## src/rtl/addsub_unit.sv

```systemverilog
// Multi-cycle add/subtract unit: CHUNK bits per clock, LSB chunk first.
// Modes ADD/SUB/ADC/ACC, registered CARRY/OVF/ZERO/NEG, START/BUSY/DONE.
//
// Ports:
//   CLK      rising-edge clock
//   RST_N    asynchronous active-low reset
//   START    request, sampled in IDLE or DONE
//   MODE     00 ADD, 01 SUB, 10 ADC, 11 ACC (sampled with START)
//   A, B     operands (sampled with START; B unused in ACC)
//   ACC_CLR  synchronous accumulator clear
//   BUSY     high while an operation is running
//   DONE     one-cycle completion pulse
//   SUM      registered result, held until the next completion
//   CARRY    carry-out (SUB: 1 = no borrow)
//   OVF      signed overflow
//   ZERO     SUM == 0
//   NEG      SUM sign bit
module addsub_unit #(
   parameter int WIDTH = 8,
   parameter int CHUNK = 4
) (
   input  logic             CLK,
   input  logic             RST_N,
   input  logic             START,
   input  logic [1:0]       MODE,
   input  logic [WIDTH-1:0] A,
   input  logic [WIDTH-1:0] B,
   input  logic             ACC_CLR,
   output logic             BUSY,
   output logic             DONE,
   output logic [WIDTH-1:0] SUM,
   output logic             CARRY,
   output logic             OVF,
   output logic             ZERO,
   output logic             NEG
);

   localparam int NCHUNK = WIDTH / CHUNK;
   localparam int IW     = (NCHUNK > 1) ? $clog2(NCHUNK) : 1;
   localparam logic [IW-1:0] LAST = IW'(NCHUNK - 1);

   localparam logic [1:0] M_ADD = 2'b00;
   localparam logic [1:0] M_SUB = 2'b01;
   localparam logic [1:0] M_ADC = 2'b10;
   localparam logic [1:0] M_ACC = 2'b11;

   typedef enum logic [1:0] {
      S_IDLE = 2'd0,
      S_RUN  = 2'd1,
      S_DONE = 2'd2
   } state_t;

   state_t r_state;
   state_t w_next;

   logic             w_load;
   logic             w_last;

   // Latched operation
   logic [WIDTH-1:0] r_x;
   logic [WIDTH-1:0] r_y;
   logic             r_c;
   logic [IW-1:0]    r_idx;
   logic             r_is_acc;
   logic [WIDTH-1:0] r_work;

   // Architectural state
   logic [WIDTH-1:0] r_acc;
   logic [WIDTH-1:0] r_sum;
   logic             r_carry;
   logic             r_ovf;
   logic             r_zero;
   logic             r_neg;

   // Operand selection at START
   logic [WIDTH-1:0] w_x_in;
   logic [WIDTH-1:0] w_y_in;
   logic             w_cin;

   // Chunk adder
   int               w_base;
   logic [CHUNK-1:0] w_xc;
   logic [CHUNK-1:0] w_yc;
   logic [CHUNK:0]   w_csum;
   logic [WIDTH-1:0] w_res;
   logic             w_cmsb;
   logic             w_ovf;

   // ---------------------------------------------------------------
   // FSM
   // ---------------------------------------------------------------
   always_ff @(posedge CLK or negedge RST_N) begin
      if (!RST_N) begin
         r_state <= S_IDLE;
      end else begin
         r_state <= w_next;
      end
   end

   always_comb begin
      w_next = r_state;
      w_load = 1'b0;
      w_last = 1'b0;
      unique case (r_state)
         S_IDLE: begin
            if (START) begin
               w_load = 1'b1;
               w_next = S_RUN;
            end
         end
         S_RUN: begin
            if (r_idx == LAST) begin
               w_last = 1'b1;
               w_next = S_DONE;
            end
         end
         S_DONE: begin
            if (START) begin
               w_load = 1'b1;
               w_next = S_RUN;
            end else begin
               w_next = S_IDLE;
            end
         end
         default: begin
            w_next = S_IDLE;
         end
      endcase
   end

   // ---------------------------------------------------------------
   // Operand decode
   // ---------------------------------------------------------------
   always_comb begin
      w_x_in = A;
      w_y_in = B;
      w_cin  = 1'b0;
      unique case (1'b1)
         (MODE == M_ADD): begin
            w_x_in = A;
            w_y_in = B;
            w_cin  = 1'b0;
         end
         (MODE == M_SUB): begin
            w_x_in = A;
            w_y_in = ~B;
            w_cin  = 1'b1;
         end
         // ADC chains off the carry left by the previous operation
         (MODE == M_ADC): begin
            w_x_in = A;
            w_y_in = B;
            w_cin  = r_carry;
         end
         (MODE == M_ACC): begin
            w_x_in = r_acc;
            w_y_in = A;
            w_cin  = 1'b0;
         end
         default: begin
            w_x_in = A;
            w_y_in = B;
            w_cin  = 1'b0;
         end
      endcase
   end

   // ---------------------------------------------------------------
   // Chunk datapath
   // ---------------------------------------------------------------
   always_comb begin
      w_base = int'(r_idx) * CHUNK;
      w_xc   = r_x[w_base +: CHUNK];
      w_yc   = r_y[w_base +: CHUNK];
      w_csum = {1'b0, w_xc} + {1'b0, w_yc} + (CHUNK+1)'(r_c);
      w_res  = r_work;
      w_res[w_base +: CHUNK] = w_csum[CHUNK-1:0];
   end

   // Carry into the MSB recovered from the MSB sum bit; only meaningful
   // on the last chunk, which is the only time it is registered.
   assign w_cmsb = r_x[WIDTH-1] ^ r_y[WIDTH-1] ^ w_res[WIDTH-1];
   assign w_ovf  = w_cmsb ^ w_csum[CHUNK];

   always_ff @(posedge CLK or negedge RST_N) begin
      if (!RST_N) begin
         r_x      <= '0;
         r_y      <= '0;
         r_c      <= 1'b0;
         r_idx    <= '0;
         r_is_acc <= 1'b0;
         r_work   <= '0;
      end else if (w_load) begin
         r_x      <= w_x_in;
         r_y      <= w_y_in;
         r_c      <= w_cin;
         r_idx    <= '0;
         r_is_acc <= (MODE == M_ACC);
         r_work   <= '0;
      end else if (r_state == S_RUN) begin
         r_work   <= w_res;
         r_c      <= w_csum[CHUNK];
         r_idx    <= r_idx + 1'b1;
      end
   end

   // ---------------------------------------------------------------
   // Result and flags, updated together at completion
   // ---------------------------------------------------------------
   always_ff @(posedge CLK or negedge RST_N) begin
      if (!RST_N) begin
         r_sum   <= '0;
         r_carry <= 1'b0;
         r_ovf   <= 1'b0;
         r_zero  <= 1'b0;
         r_neg   <= 1'b0;
      end else if (w_last) begin
         r_sum   <= w_res;
         r_carry <= w_csum[CHUNK];
         r_ovf   <= w_ovf;
         r_zero  <= (w_res == '0);
         r_neg   <= w_res[WIDTH-1];
      end
   end

   // Clear has priority over an ACC write-back on the same edge
   always_ff @(posedge CLK or negedge RST_N) begin
      if (!RST_N) begin
         r_acc <= '0;
      end else if (ACC_CLR) begin
         r_acc <= '0;
      end else if (w_last && r_is_acc) begin
         r_acc <= w_res;
      end
   end

   assign BUSY  = (r_state == S_RUN);
   assign DONE  = (r_state == S_DONE);
   assign SUM   = r_sum;
   assign CARRY = r_carry;
   assign OVF   = r_ovf;
   assign ZERO  = r_zero;
   assign NEG   = r_neg;

endmodule

```

## config.mk

```make
export PLATFORM = sky130hd
export DESIGN_NAME = addsub_unit
export DESIGN_NICKNAME = d
export VERILOG_FILES = /design/src/rtl/addsub_unit.sv
export SDC_FILE = /design/constraint.sdc
export NUM_CORES = 1
export LEC_CHECK = 0
export ABC_AREA = 1
export BUFFER_PORTS_ARGS = -buffer_cell sky130_fd_sc_hd__buf_2
export CORE_MARGIN = 5
export CORE_UTILIZATION = 35
export DETAILED_ROUTE_END_ITERATION = 16
export PLACE_DENSITY_LB_ADDON = 0.15
export SETUP_SLACK_MARGIN = 0.15
export SKIP_CTS_REPAIR_TIMING = 1
export SLEW_MARGIN = 15
export SYNTH_ARGS = -nofsm -noshare
export SYNTH_HDL_FRONTEND = slang
export SYNTH_SLANG_ARGS = --single-unit
```

## constraint.sdc

```tcl
create_clock -name CLK -period 7.8 [get_ports CLK]
set_clock_uncertainty 0.15 [all_clocks]
set_input_delay 1.56 -clock CLK [delete_from_list [all_inputs] [get_ports CLK]]
set_output_delay 1.56 -clock CLK [all_outputs]
set_load 0.005 [all_outputs]
```

==> flow_summary.json, run 1 <==
{
  "grt_antenna_before_repair": 0,
  "swShare_pct": 46.7,
  "crit_slowest_cell": "inv_2",
  "critPathLaunchType": "input port",
  "grt_max_degree": 49,
  "cts-root-buf": "clkbuf_8",
  "drive_above_1_share_pct": 15.2,
  "final_nets": 366,
  "io_pins": 36,
  "placementRows": 30,
  "relSlewSlack_pct": 53.7,
  "firstDrtPassIters": 4,
  "globalplace.congestion": 0.749,
  "initial_core_util_pct": 36.4,
  "preCtsSetupSlack_ns": 4.53,
  "cp.arrival_ns": 3.00,
  "cts.clk_slew.worst_paths_ns": 0.09,
  "endpoint_kind": "flip-flop",
  "rrSetupSlack_ns": 5.17,
  "worstSetupPathType": "in2reg",
  "synth_cells": 307,
  "hold_viol": 0,
  "fin_util_pct": 41.1,
  "track_usage_pct": 14.3,
  "synth_top_area_cell": "dfrtp_1",
  "synth.ff_latch_count": 48,
  "critPathMaxFanout": 25,
  "share_seq_of_total_power_pct": 32.0,
  "synthToLayoutAreaGrowth_pct": 13.0,
  "slowest_delay_ns": 0.51,
  "synth_edf_count": 0,
  "port_buffers": 35,
  "grt_overflow_total": 0,
  "ys_top_cells_by_area": "dfrtp_1 (48%), nand2_1 (11%), nand3_1 (6.8%)",
  "worst_hold_path_type": "reg2reg",
  "period_minus_slack_ns": 2.94,
  "setup_ws_ns": 4.86,
  "drc_errors": 0,
  "ys_seq_area_share_pct": 48.0,
  "power_frac_comb_pct": 55.2,
  "cts_htree_levels": 2,
  "setup-violations-final": 0,
  "die_w_um": 94.5,
  "cts-buffers-inserted": 5,
  "synth_area_per_cell_um2": 8.14,
  "synth_nets": 337,
  "drv_slew": 0,
  "grt_first_pass_wirelength_um": 10100,
  "crit_required_ns": 7.86,
  "via_per_inst": 4.85,
  "tightest_slew_ns": 0.693,
  "cpMostUsedCell": "nand2_1",
  "p_int_mw": 0.667,
  "finalCritPeriodShare_pct": 37.7,
  "p_sw_mw": 0.583,
  "power.leakage_nw": 1.41,
  "drv_cap": 0,
  "cts_tree": "yes",
  "syn_area_um2": 2500,
  "yosysWarnings": 0,
  "ant_nets": 0,
  "worstSkewPairLatency_ns": 0.30,
  "vias": 2095,
  "status": "completed",
  "die_h_um": 94.5,
  "path_cells": "buf_2 > nand2_1 > inv_2 > nand2_1 > o221ai_1",
  "setup_tns_ns": 0,
  "yosys.area.top_type_share_pct": 48.0,
  "die_area_um2": 8930,
  "cts.sinks": 48,
  "clkPwrFrac_pct": 12.8,
  "grt_pass1_vias": 2094,
  "async_flop_share_pct": 100,
  "yosysUniqueCellTypes": 25,
  "wire_per_inst_um": 13.6,
  "ir_drop_mv": 0.189,
  "power.density_nw_per_um2": 443,
  "clockBufferDepth": 2,
  "fmax_ghz": 0.340,
  "diodes": 0,
  "coreArea_um2": 6870,
  "synth_ff_type": "dfrtp_1",
  "routed_wl_um": 5890,
  "drt_iter0_drc": 107,
  "rsz0062_at_grt": "no",
  "hpwl_um": 4280
}
-- cells by family after synthesis --
family / Yosys count / share of synthesized area (%)
and+or+nand+nor: 116 / 20.2
buffers and inverters: 57 / 9.61
adders and majority gates: 8 / 4.60
AOI/OAI and AO/OA: 78 / 17.6
DFF: 48 / 48.0
-- per-stage QoR --
| step | hold slack, ns | std cells | power (mW) | area (um^2) |
|---|---|---|---|---|
| after floorplan | 0.310 | 307 | 0.915 | 2500 |
| after global placement | 0.310 | 425 | 1.10 | 2730 |
| after detailed placement | 0.318 | 425 | 1.10 | 2730 |
| after CTS | 0.342 | 432 | 1.27 | 2820 |
| after global routing | 0.362 | 432 | 1.39 | 2820 |
| final | 0.336 | 432 | 1.25 | 2820 |
-- power by group through the flow --
stage / Combinational, mW / Clock, mW / Sequential (mW)
floorplan: 0.518 / 0 / 0.397
global placement: 0.693 / 0 / 0.403
detailed placement: 0.698 / 0 / 0.406
CTS: 0.702 / 0.166 / 0.400
global route: 0.807 / 0.174 / 0.412
finish: 0.690 / 0.160 / 0.400
-- placed cells by master, fill, tap and decap left out --
cell type	n
or2_1	1
clkbuf_8	7
nor2_4	1
nor2_1	7
inv_1	38
nand3_2	1
o21ai_0	27
o311ai_0	1
nor2_2	1
o221ai_1	5
o22ai_1	5
nand2_1	70
o211ai_1	8
fa_1	2
nand2_4	1
buf_4	2
o21ai_1	18
inv_2	3
a21oi_1	14
ha_1	6
buf_2	35
nand3_1	34
dfrtp_1	48
clkinv_1	1
-- registers in the layout, summed over array words and instances (netlist names) --
| register | flops |
|---|---|
| r_c | 1 |
| SUM | 8 |
| r_x | 8 |
| OVF | 1 |
| r_idx | 1 |
| ZERO | 1 |
| r_y | 8 |
| r_acc | 8 |
| r_state | 2 |
| r_work | 8 |
| CARRY | 1 |
| r_is_acc | 1 |
-- critical path, delay by kind of cell --
kind	cells	cell delay, ns
buffers and inverters	2	0.58
AOI/OAI and AO/OA	1	0.20
and+or+nand+nor	2	0.65
-- worst paths after layout --
check / from / endpoint / cells after the start
worst max-delay path: START / r_y[2] / 5
worst min-delay path: SUM[6] / SUM[6] / 2
worst max register to register: r_idx / ZERO / 13
worst min register to register: SUM[6] / SUM[6] / 2
max in group asynchronous: RST_N / r_acc[0] / 2
min in group asynchronous: RST_N / r_y[0] / 2
-- area by class of cell --
class	count	area, um^2
inverters	42	158
well taps	96	120
clock buffers	7	96.3
flip-flops and latches	48	1200
repair buffers	37	190
multi-input cells	202	1060
fillers	724	4050
-- routing by layer --
metal	part of all wire, %	track usage [%]	wire length, um
met4	0.85	3.49	50
met2	48	23.2	2830
met1	49	20.0	2870
met5	0	0	0
met3	2.4	2.47	143
-- synth_stat cells (2+ instances only) --
library cell and instances:
inv_2 3, o21ai_1 18, nor2_1 7, clkbuf_1 3, o22ai_1 5, inv_1 38
fa_1 2, nand3_1 34, nand2_1 70, a21oi_1 14, dfrtp_1 48, buf_4 2
buf_2 9, o21ai_0 27, o221ai_1 5, ha_1 6, o211ai_1 8
Power figures use the tool's default switching activity.
==> inputs of run 2 (changes only) <==
==> constraint.sdc (replaced) <==
create_clock -name CLK -period 2.95 [get_ports CLK]
set_clock_uncertainty 0.15 [all_clocks]
set_input_delay 0.59 -clock CLK [delete_from_list [all_inputs] [get_ports CLK]]
set_output_delay 0.59 -clock CLK [all_outputs]
set_load 0.005 [all_outputs]
==> flow_summary.json, run 2 (synthesis gave the netlist of run 1 again) <==
{
  "status": "completed",
  "crit_required_ns": 3.04,
  "synthToLayoutAreaGrowth_pct": 13.3,
  "via_per_inst": 4.74,
  "setup-violations-final": 0,
  "coreArea_um2": 6870,
  "placementRows": 30,
  "worstSkewPairLatency_ns": 0.30,
  "cp.arrival_ns": 2.62,
  "whs_ns": 0.0671,
  "diodes": 0,
  "die_h_um": 94.5,
  "hold_viol": 0,
  "drv_slew": 0,
  "worstSetupPathType": "reg2reg",
  "grt_overflow_total": 0,
  "ff2ff_path_depth": 13,
  "clockBufferDepth": 2,
  "endpoint_kind": "flip-flop",
  "final_nets": 367,
  "drv_cap": 0,
  "fmax_ghz": 0.396,
  "track_usage_pct": 15.3,
  "cts.clk_slew.worst_paths_ns": 0.09,
  "final_common_cell": "nand2_1",
  "tightest_slew_ns": 0.427,
  "r2r_start": "r_idx",
  "power.leakage_nw": 1.41,
  "ir_drop_mv": 0.440,
  "vias": 2057,
  "critPathMaxFanout": 10,
  "layout_common_cells": "nand2_1 (70), dfrtp_1 (48), inv_1 (38), buf_2 (35), nand3_1 (34)",
  "globalplace.congestion": 0.787,
  "setup_tns_ns": 0,
  "grt_antenna_before_repair": 0,
  "drive_above_1_share_pct": 15.4,
  "critPathLaunchType": "flip-flop",
  "rrSetupSlack_ns": 0.42,
  "relSlewSlack_pct": 71.6,
  "initial_core_util_pct": 36.4,
  "port_buffers": 35,
  "grt_pass1_vias": 2175,
  "die_w_um": 94.5,
  "cts_tree": "yes",
  "grt_max_degree": 32,
  "io_pins": 36,
  "worst_hold_path_type": "in2async",
  "ant_nets": 0,
  "rsz0062_at_grt": "no",
  "grt_first_pass_wirelength_um": 10700,
  "cts_htree_levels": 2,
  "cts-root-buf": "clkbuf_8",
  "routed_wl_um": 6140,
  "drt_iter0_drc": 69,
  "period_minus_slack_ns": 2.53,
  "hpwl_um": 4550,
  "fill_cells": 722,
  "power.density_nw_per_um2": 1160,
  "cts.sinks": 48,
  "die_area_um2": 8930,
  "finalCritPeriodShare_pct": 85.7,
  "reg2reg_to": "ZERO",
  "crit_start": "r_idx",
  "wire_per_inst_um": 14.1,
  "firstDrtPassIters": 4,
  "drc_errors": 0,
  "cts-buffers-inserted": 5
}
run 2: worst max path at each step:
| stage | to |
|---|---|
| after floorplan | ZERO |
| after global placement | OVF |
| after detailed placement | ZERO |
| after CTS | ZERO |
| after global routing | ZERO |
| final | ZERO |
run 2: metal layers:
metal  global-route usage [%]  wire [um]  vias up
met5                        0          0        -
li1                         -          -     1076
met1                     21.4       3020      963
met4                     4.33         38        0
met3                     2.23        142        2
met2                     24.8       2940       16
run 2: power by group:
part / total, mW / switching, mW / leakage, nW / internal (mW)
Combinational: 1.82 / 1.18 / 0.755 / 0.640
Clock: 0.413 / 0.222 / 0.0445 / 0.191
Sequential: 1.06 / 0.142 / 0.611 / 0.923
Total: 3.30 / 1.54 / 1.41 / 1.75
run 2: layout make-up:
type / count / area, um^2 / share of cell area (%)
sequential: 48 / 1200 / 42.4
multi-input combinational: 202 / 1060 / 37.4
timing repair buffer: 38 / 201 / 7.11
inverter: 42 / 158 / 5.57
tap: 96 / 120 / 4.24
clock buffer: 7 / 86.3 / 3.05
clock inverter: 1 / 7.51 / 0.265
run 2: worst max-delay path: stages (launching register included):
cell and delay, ns:
dfrtp_1 0.48, nand2_1 0.10, o21ai_1 0.08, fa_1 0.45, fa_1 0.40, inv_1 0.09
nand2_1 0.05, nand2_1 0.11, nand2_1 0.06, o21ai_0 0.12, nand2_1 0.10, nor2_1 0.12
nand3_1 0.08, nand2_1 0.07
run 2: metrics by stage:
step | instances | area, um^2 | util (%) | setup WS (ns) | power (mW)
finish | 434 | 2830 | 41.2 | 0.422 | 3.30
detailed placement | 426 | 2740 | 39.8 | 0.469 | 2.90
global route | 434 | 2830 | 41.2 | 0.152 | 3.68
global placement | 426 | 2740 | 39.8 | 0.544 | 2.89
CTS | 434 | 2830 | 41.2 | 0.427 | 3.33
floorplan | 307 | 2500 | - | 0.291 | 2.42
